--- src/rtl/motor_cmd_pkg.sv ---
// Shared types, commutation encodings and frame sizing for the motor command decoder.
package motor_cmd_pkg;

  typedef enum logic [1:0] {
    CMD_COAST = 2'b00,
    CMD_CW    = 2'b01,
    CMD_CCW   = 2'b10,
    CMD_BRAKE = 2'b11
  } cmd_t;

  typedef enum logic [2:0] {
    ST_COAST,
    ST_RUN_CW,
    ST_RUN_CCW,
    ST_BRAKE,
    ST_REV_WAIT
  } mstate_t;

  // Commutation controller input encoding {brake, ccw, cw}; at most one bit is ever active.
  localparam logic [2:0] CC_COAST = 3'b000;
  localparam logic [2:0] CC_CW    = 3'b001;
  localparam logic [2:0] CC_CCW   = 3'b010;
  localparam logic [2:0] CC_BRAKE = 3'b100;

  // Number of UART bytes needed to carry 2 command bits per motor.
  function automatic int frame_bytes(input int n);
    return (2 * n + 7) / 8;
  endfunction

  // Commutation output for a motor state; the reversal wait brakes the motor.
  function automatic logic [2:0] cc_of(input mstate_t s);
    case (s)
      ST_RUN_CW:   return CC_CW;
      ST_RUN_CCW:  return CC_CCW;
      ST_BRAKE:    return CC_BRAKE;
      ST_REV_WAIT: return CC_BRAKE;
      default:     return CC_COAST;
    endcase
  endfunction

endpackage

--- src/rtl/motor_dir_interlock.sv ---
// Per-motor command FSM with a timed brake inserted on direct CW<->CCW reversal.
module motor_dir_interlock
  import motor_cmd_pkg::*;
#(
  parameter int DEADTIME_CYC = 50
) (
  input  logic       clk,
  input  logic       rst,
  input  logic       stb_i,
  input  cmd_t       cmd_i,
  output logic [2:0] cc_o,
  output logic       ilk_o
);

  localparam int CNT_W = (DEADTIME_CYC > 0) ? $clog2(DEADTIME_CYC + 1) : 1;
  localparam logic [CNT_W-1:0] CNT_LOAD = CNT_W'(DEADTIME_CYC);
  localparam logic [CNT_W-1:0] CNT_ONE  = CNT_W'(1);

  mstate_t          state_q, state_d;
  logic [CNT_W-1:0] cnt_q, cnt_d;
  logic             pend_ccw_q, pend_ccw_d;
  logic             want_ccw;
  logic [2:0]       cc_q;
  logic             ilk_q;

  // Next-state: reversal countdown first, then any strobed command overrides it.
  always_comb begin
    state_d    = state_q;
    cnt_d      = cnt_q;
    pend_ccw_d = pend_ccw_q;
    want_ccw   = (cmd_i == CMD_CCW);
    if (state_q == ST_REV_WAIT) begin
      cnt_d = cnt_q - 1'b1;
      if (cnt_q == CNT_ONE) state_d = pend_ccw_q ? ST_RUN_CCW : ST_RUN_CW;
    end
    if (stb_i) begin
      case (cmd_i)
        CMD_COAST: state_d = ST_COAST;
        CMD_BRAKE: state_d = ST_BRAKE;
        default: begin
          case (state_q)
            ST_REV_WAIT: begin
              // Retarget the pending direction but keep the running deadtime.
              pend_ccw_d = want_ccw;
              if (cnt_q == CNT_ONE) state_d = want_ccw ? ST_RUN_CCW : ST_RUN_CW;
            end
            ST_RUN_CW, ST_RUN_CCW: begin
              if (want_ccw != (state_q == ST_RUN_CCW)) begin
                if (DEADTIME_CYC > 0) begin
                  state_d    = ST_REV_WAIT;
                  cnt_d      = CNT_LOAD;
                  pend_ccw_d = want_ccw;
                end else begin
                  state_d = want_ccw ? ST_RUN_CCW : ST_RUN_CW;
                end
              end
            end
            default: state_d = want_ccw ? ST_RUN_CCW : ST_RUN_CW;
          endcase
        end
      endcase
    end
  end

  // State, countdown and registered outputs; reset forces COAST even mid-reversal.
  always_ff @(posedge clk) begin
    cnt_q      <= cnt_d;
    pend_ccw_q <= pend_ccw_d;
    if (rst) begin
      state_q <= ST_COAST;
      cc_q    <= CC_COAST;
      ilk_q   <= 1'b0;
    end else begin
      state_q <= state_d;
      cc_q    <= cc_of(state_d);
      ilk_q   <= (state_d == ST_REV_WAIT);
    end
  end

  assign cc_o  = cc_q;
  assign ilk_o = ilk_q;

endmodule

--- src/rtl/motor_cmd_decoder.sv ---
// Assembles UART bytes into a motor-command frame and drives one interlock FSM per motor.
// Optional silence watchdog is built when MOTOR_WDOG_EN is defined.
module motor_cmd_decoder
  import motor_cmd_pkg::*;
#(
  parameter int NUM_MOTORS   = 4,
  parameter int DEADTIME_CYC = 50,
  parameter int TIMEOUT_CYC  = 5000000
) (
  input  logic                    clk,
  input  logic                    rst,
  input  logic [7:0]              rx_data,
  input  logic                    rx_valid,
  output logic [3*NUM_MOTORS-1:0] cc_in,
  output logic                    cmd_stb,
  output logic [NUM_MOTORS-1:0]   interlock_active,
  output logic                    wdog_trip
);

  localparam int BYTES   = frame_bytes(NUM_MOTORS);
  localparam int FRAME_W = 8 * BYTES;
  localparam int CMD_W   = 2 * NUM_MOTORS;
  localparam int BCNT_W  = (BYTES > 1) ? $clog2(BYTES) : 1;
  localparam logic [BCNT_W-1:0] BCNT_LAST = BCNT_W'(BYTES - 1);

  logic [BCNT_W-1:0]  bcnt_q, bcnt_d;
  logic [FRAME_W-1:0] buf_q, buf_d;
  logic [CMD_W-1:0]   frame_q, frame_d;
  logic               stb_q, stb_d;
  logic               eval_q, eval_d;

`ifdef MOTOR_WDOG_EN
  localparam int WD_W = $clog2(TIMEOUT_CYC + 1);
  localparam logic [WD_W-1:0] WD_TOP  = WD_W'(TIMEOUT_CYC);
  localparam logic [WD_W-1:0] WD_FIRE = WD_W'(TIMEOUT_CYC - 1);

  logic [WD_W-1:0] wd_q;
  logic            wdog_fire;
  logic            trip_q, trip_d;

  assign wdog_fire = !rx_valid && (wd_q == WD_FIRE);

  // Silence counter: cleared by any byte, saturates so a silence period trips once.
  always_ff @(posedge clk) begin
    if (rst || rx_valid) wd_q <= '0;
    else if (wd_q != WD_TOP) wd_q <= wd_q + 1'b1;
  end

  assign wdog_trip = trip_q;
`else
  assign wdog_trip = 1'b0;
`endif

  // Byte assembly; a frame only becomes visible once its last byte arrives.
  always_comb begin
    bcnt_d  = bcnt_q;
    buf_d   = buf_q;
    frame_d = frame_q;
    stb_d   = 1'b0;
    eval_d  = 1'b0;
    if (rx_valid) begin
      for (int b = 0; b < BYTES; b++) begin
        if (bcnt_q == BCNT_W'(b)) buf_d[8*b +: 8] = rx_data;
      end
      if (bcnt_q == BCNT_LAST) begin
        bcnt_d  = '0;
        frame_d = buf_d[CMD_W-1:0];
        stb_d   = 1'b1;
        eval_d  = 1'b1;
      end else begin
        bcnt_d = bcnt_q + 1'b1;
      end
    end
`ifdef MOTOR_WDOG_EN
    trip_d = trip_q;
    if (stb_q) trip_d = 1'b0;
    // Forced all-BRAKE frame also realigns byte framing.
    if (wdog_fire) begin
      bcnt_d  = '0;
      frame_d = '1;
      eval_d  = 1'b1;
      trip_d  = 1'b1;
    end
`endif
  end

  // Frame, strobe and framing registers; the byte buffer is pure data and is not reset.
  always_ff @(posedge clk) begin
    buf_q <= buf_d;
    if (rst) begin
      bcnt_q  <= '0;
      frame_q <= '0;
      stb_q   <= 1'b0;
      eval_q  <= 1'b0;
`ifdef MOTOR_WDOG_EN
      trip_q  <= 1'b0;
`endif
    end else begin
      bcnt_q  <= bcnt_d;
      frame_q <= frame_d;
      stb_q   <= stb_d;
      eval_q  <= eval_d;
`ifdef MOTOR_WDOG_EN
      trip_q  <= trip_d;
`endif
    end
  end

  assign cmd_stb = stb_q;

  // Spare command bits in the last byte carry no motor.
  if (FRAME_W > CMD_W) begin : g_spare
    logic unused_spare_bits;
    assign unused_spare_bits = ^buf_q[FRAME_W-1:CMD_W];
  end

  for (genvar m = 0; m < NUM_MOTORS; m++) begin : g_motor
    motor_dir_interlock #(
      .DEADTIME_CYC(DEADTIME_CYC)
    ) u_ilk (
      .clk   (clk),
      .rst   (rst),
      .stb_i (eval_q),
      .cmd_i (cmd_t'(frame_q[2*m +: 2])),
      .cc_o  (cc_in[3*m +: 3]),
      .ilk_o (interlock_active[m])
    );
  end

endmodule

--- config.mk ---
export PLATFORM = sky130hd
export DESIGN_NAME = motor_cmd_decoder
export DESIGN_NICKNAME = d
export VERILOG_FILES = /design/src/rtl/motor_cmd_pkg.sv /design/src/rtl/motor_dir_interlock.sv /design/src/rtl/motor_cmd_decoder.sv
export SDC_FILE = /design/constraint.sdc
export NUM_CORES = 1
export LEC_CHECK = 0
export CORE_ASPECT_RATIO = 0.5
export CORE_MARGIN = 3
export CORE_UTILIZATION = 63
export DETAILED_ROUTE_END_ITERATION = 6
export DONT_BUFFER_PORTS = 1
export GPL_ROUTABILITY_DRIVEN = 1
export GPL_TIMING_DRIVEN = 0
export PLACE_DENSITY = 0.86
export SYNTH_ARGS = -nofsm -noshare
export SYNTH_HDL_FRONTEND = slang
export SYNTH_SLANG_ARGS = --single-unit
export TNS_END_PERCENT = 30
--- constraint.sdc ---
create_clock -name clk -period 2.2 [get_ports clk]
set_input_delay 0.44 -clock clk [delete_from_list [all_inputs] [get_ports clk]]
set_output_delay 0.44 -clock clk [all_outputs]
set_load 0.005 [all_outputs]
==> impl_results.md <==
* Total CTS buffers at 9
* Crit Path Class: reg2reg
* Initial DRC Count at 141
* Max stage delay cell, worst path: a211oi_1
* Vias per inst at 6.10
* Syn. warnings at 0
* Seq/Total Area, Yosys at 0.371
* Clock latency on the worst-skew pair at approximately 0.33 ns
* Met3 usage at 0.0642
* Most frequent cells in the layout: 61 x dfxtp_1, 54 x nor2_1, 16 x a21oi_1, 15 x inv_1, 14 x nand2_1
* Peak supply drop at 0.000679 V
* Max-Cap Viols at 0
* Crit share post-route at 0.981
* First-pass GRT wire length at 13100 um
* Worst Tran Pin Value at 0.679 ns
* Nets at 429
* Worst Path Max Fanout at 5
* Final GP Congestion at 0.918
* Clock Pin Slew Worst Setup and Hold Paths at 0.05 ns
* DRT Pass-1 Iters at 4
* Area of the mapped netlist at 0.00362 mm^2
* Clock skew at 0.00580 ns
* Critical Path RT at 2.41 ns
* M2 GR Usage at 0.427
* Minimum clock period at 2.16 ns
* Worst Setup End Kind: flip-flop
* Top Family by Delay on Critical Path: compound AO/OA/AOI/OAI gates
* Routed WL at 7940 um
* # rows at 18
* Startpoint types: flip-flop
* H-tree lvl count at 3
* Die Y at a little under 60 um
* Chip Width at roughly 110 um
* WL/cell at 16.6 um
* Worst r2r src: frame_q[0]
* Avg Cell Area, Syn at 9.33 um^2
* Worst Reg-to-Reg Cells at 7
* Hold Startpoint: rx_data[3]
* Total number of vias at 2912
* Root Driver: clkbuf_16
* Max frequency at 463 MHz
* Slew Limit Fails at 0
* M1 GR Usage at 0.290
* CTS tree: yes
* Post-synth ARST share at 0
* Cell Area, Placed at between 0.003 and 0.004 mm^2
* IO Count at 29
* Synth Register Bits at 65
* Crit-path max cell delay at 0.43 ns
* Worst r2r dst: g_motor[0].u_ilk.cc_o[2]
* Yosys cell types at 69
* Number of hold buffers added after cts at 0
* Gr ovfl total at 0
* Status: finished clean
* Final instance area at 0.00406 mm^2
* Core Area at 0.00523 mm^2
* GR peak layer: met2
* # clock sinks at 65
* Net count after synthesis at between 400 and 500
* RSZ-0062 raised after global routing: false
* Initial antenna violation count at 0
* Fraction of layout instances using a drive strength above 1 at 0.201
* Flop2flop setup slack at 0.04 ns
* Synthesized instance count at slightly below 400
* Vias in the first global route at about 2800
* Antenna Nets Post-Route at 0
* Commonest non-fill, non-tap cell in the layout: dfxtp_1
* Leak Pwr at 1.63 nW
* Tot GR Track Use at 0.245
* Area grow syn2layout at 12.1%
* Relative max-transition margin at 0.547
* Worst hold-check path type: in2reg
* ANT cells at 0
* Port-buffer cells at 0
* Fin util at 0.777
* Initial Utilization at 0.693
* WP buf/inv at 1
* Setup violations, final at 0
* WP data arrival at 2.37 ns
* Top_reg_cell synth: dfxtp_1
* Count of final hold-check violations at 0
* HPWL Detailed at between 5000 and 6000 um
* Post-synth EDFFs at 4
* Filler cell count at 342
* DRC at 0
* Hold path depth at 2
* Area of the die at 0.00675 mm^2
* Pwr Density at between 700 and 800 mW/mm^2
* WHS Endpoint: frame_q[3]
* CTS Buffer Depth at 2
* Cell Chain, Critical Path: inv_1 > ha_2 > nand2b_1 > a211oi_2 > a211oi_1 > nor3_1 > mux2_2
* Largest net degree at the start of global routing at 11
-- metrics by stage --
| stage | setup slack (ns) | hold slack [ns] | instances | TNS [ns] | total power [W] |
|---|---|---|---|---|---|
| 2_1_floorplan | 0.140 | 0.470 | 388 | 0 | 0.00180 |
| 6_report | 0.0415 | 0.268 | 477 | 0 | 0.00324 |
| 3_5_place_dp | -0.0479 | 0.488 | 458 | -0.0856 | 0.00191 |
| 3_3_place_gp | -0.0168 | 0.488 | 458 | -0.0168 | 0.00187 |
| 5_1_grt | 0.00125 | 0.270 | 477 | 0 | 0.00337 |
| 4_1_cts | 0.0140 | 0.261 | 474 | 0 | 0.00323 |
-- how the worst max path moves through the flow --
stage | cells after the start | slack, ns | start | to
after floorplan | 7 | 0.14 | frame_q[6] | g_motor[3].u_ilk.cc_o[2]
after CTS | 7 | 0.01 | frame_q[0] | g_motor[0].u_ilk.cc_o[2]
after global routing | 7 | 0.001 | frame_q[0] | g_motor[0].u_ilk.cc_o[2]
after detailed placement | 7 | -0.05 | frame_q[6] | g_motor[3].u_ilk.cc_o[2]
final | 7 | 0.04 | frame_q[0] | g_motor[0].u_ilk.cc_o[2]
after global placement | 7 | -0.02 | frame_q[6] | g_motor[3].u_ilk.cc_o[2]
-- synth_stat cells (all sizes together), types with 5 or more instances --
cell	instances	area (um^2)
dfxtp	61	1220
nor2	54	203
buf	21	134
a21oi	17	88.8
ha	16	200
inv	16	60.1
nor3b	15	144
nand2	14	52.6
xnor2	13	114
nor3	11	65.1
mux2i	10	100
nand2b	10	62.6
o31ai	9	67.6
or3b	9	83.8
and2	8	50.1
a211oi	7	87.6
nand3	7	35.0
o21ai	7	35.0
xor2	7	61.3
nand3b	6	45.0
a31oi	5	37.5
and3b	5	43.8
mux2	5	56.3
-- area by class of cell --
class | count | area, um^2 | share of cell area
multi-input combinational | 283 | 2130 | 0.524
inverter | 16 | 60.1 | 0.0148
buffer | 24 | 145 | 0.0358
sequential | 65 | 1340 | 0.330
timing repair buffer | 3 | 22.5 | 0.00555
tap | 70 | 87.6 | 0.0216
clock inverter | 3 | 15.0 | 0.00370
clock buffer | 13 | 260 | 0.0641
-- per-layer routing --
layer,share of wire,vias up,routed length [um]
met3,0.051,15,406
met4,0.012,0,95
li1,-,1410,-
met1,0.44,1406,3470
met5,0,-,0
met2,0.50,81,3970
-- registers in the layout (all words and copies together), names as in the netlist --
name                      cells
eval_q                        1
g_motor.u_ilk.cnt_q          24
g_motor.u_ilk.cc_o           12
g_motor.u_ilk.pend_ccw_q      4
frame_q                       8
g_motor.u_ilk.ilk_o           4
g_motor.u_ilk.state_q        12
-- repair_timing --
action | 4_1_cts | 5_1_grt
pin swaps | 1 | 4
buffers inserted | 0 | 3
endpoints found under the hold margin | 0 | 0
resized for setup | 5 | 7
setup endpoints to repair | 2 | 7
-- where the power goes --
part / internal (W) / switching (W) / total (W)
logic: 0.000211 / 0.000279 / 0.000490
registers: 0.00131 / 0.000129 / 0.00144
clock network: 0.000818 / 0.000486 / 0.00130
-- cells by family after synthesis --
| kind of cell | Yosys count | synth area share |
|---|---|---|
| and+or+nand+nor | 161 | 0.270 |
| AOI/OAI and AO/OA | 70 | 0.155 |
| DFF | 65 | 0.371 |
| buffers and inverters | 40 | 0.0567 |
| xor gates and xnor gates | 20 | 0.0484 |
| adders and majority gates | 16 | 0.0553 |
| muxes | 15 | 0.0432 |
| other | 1 | 0.00104 |
No activity file was read; power rests on OpenSTA's default activity.
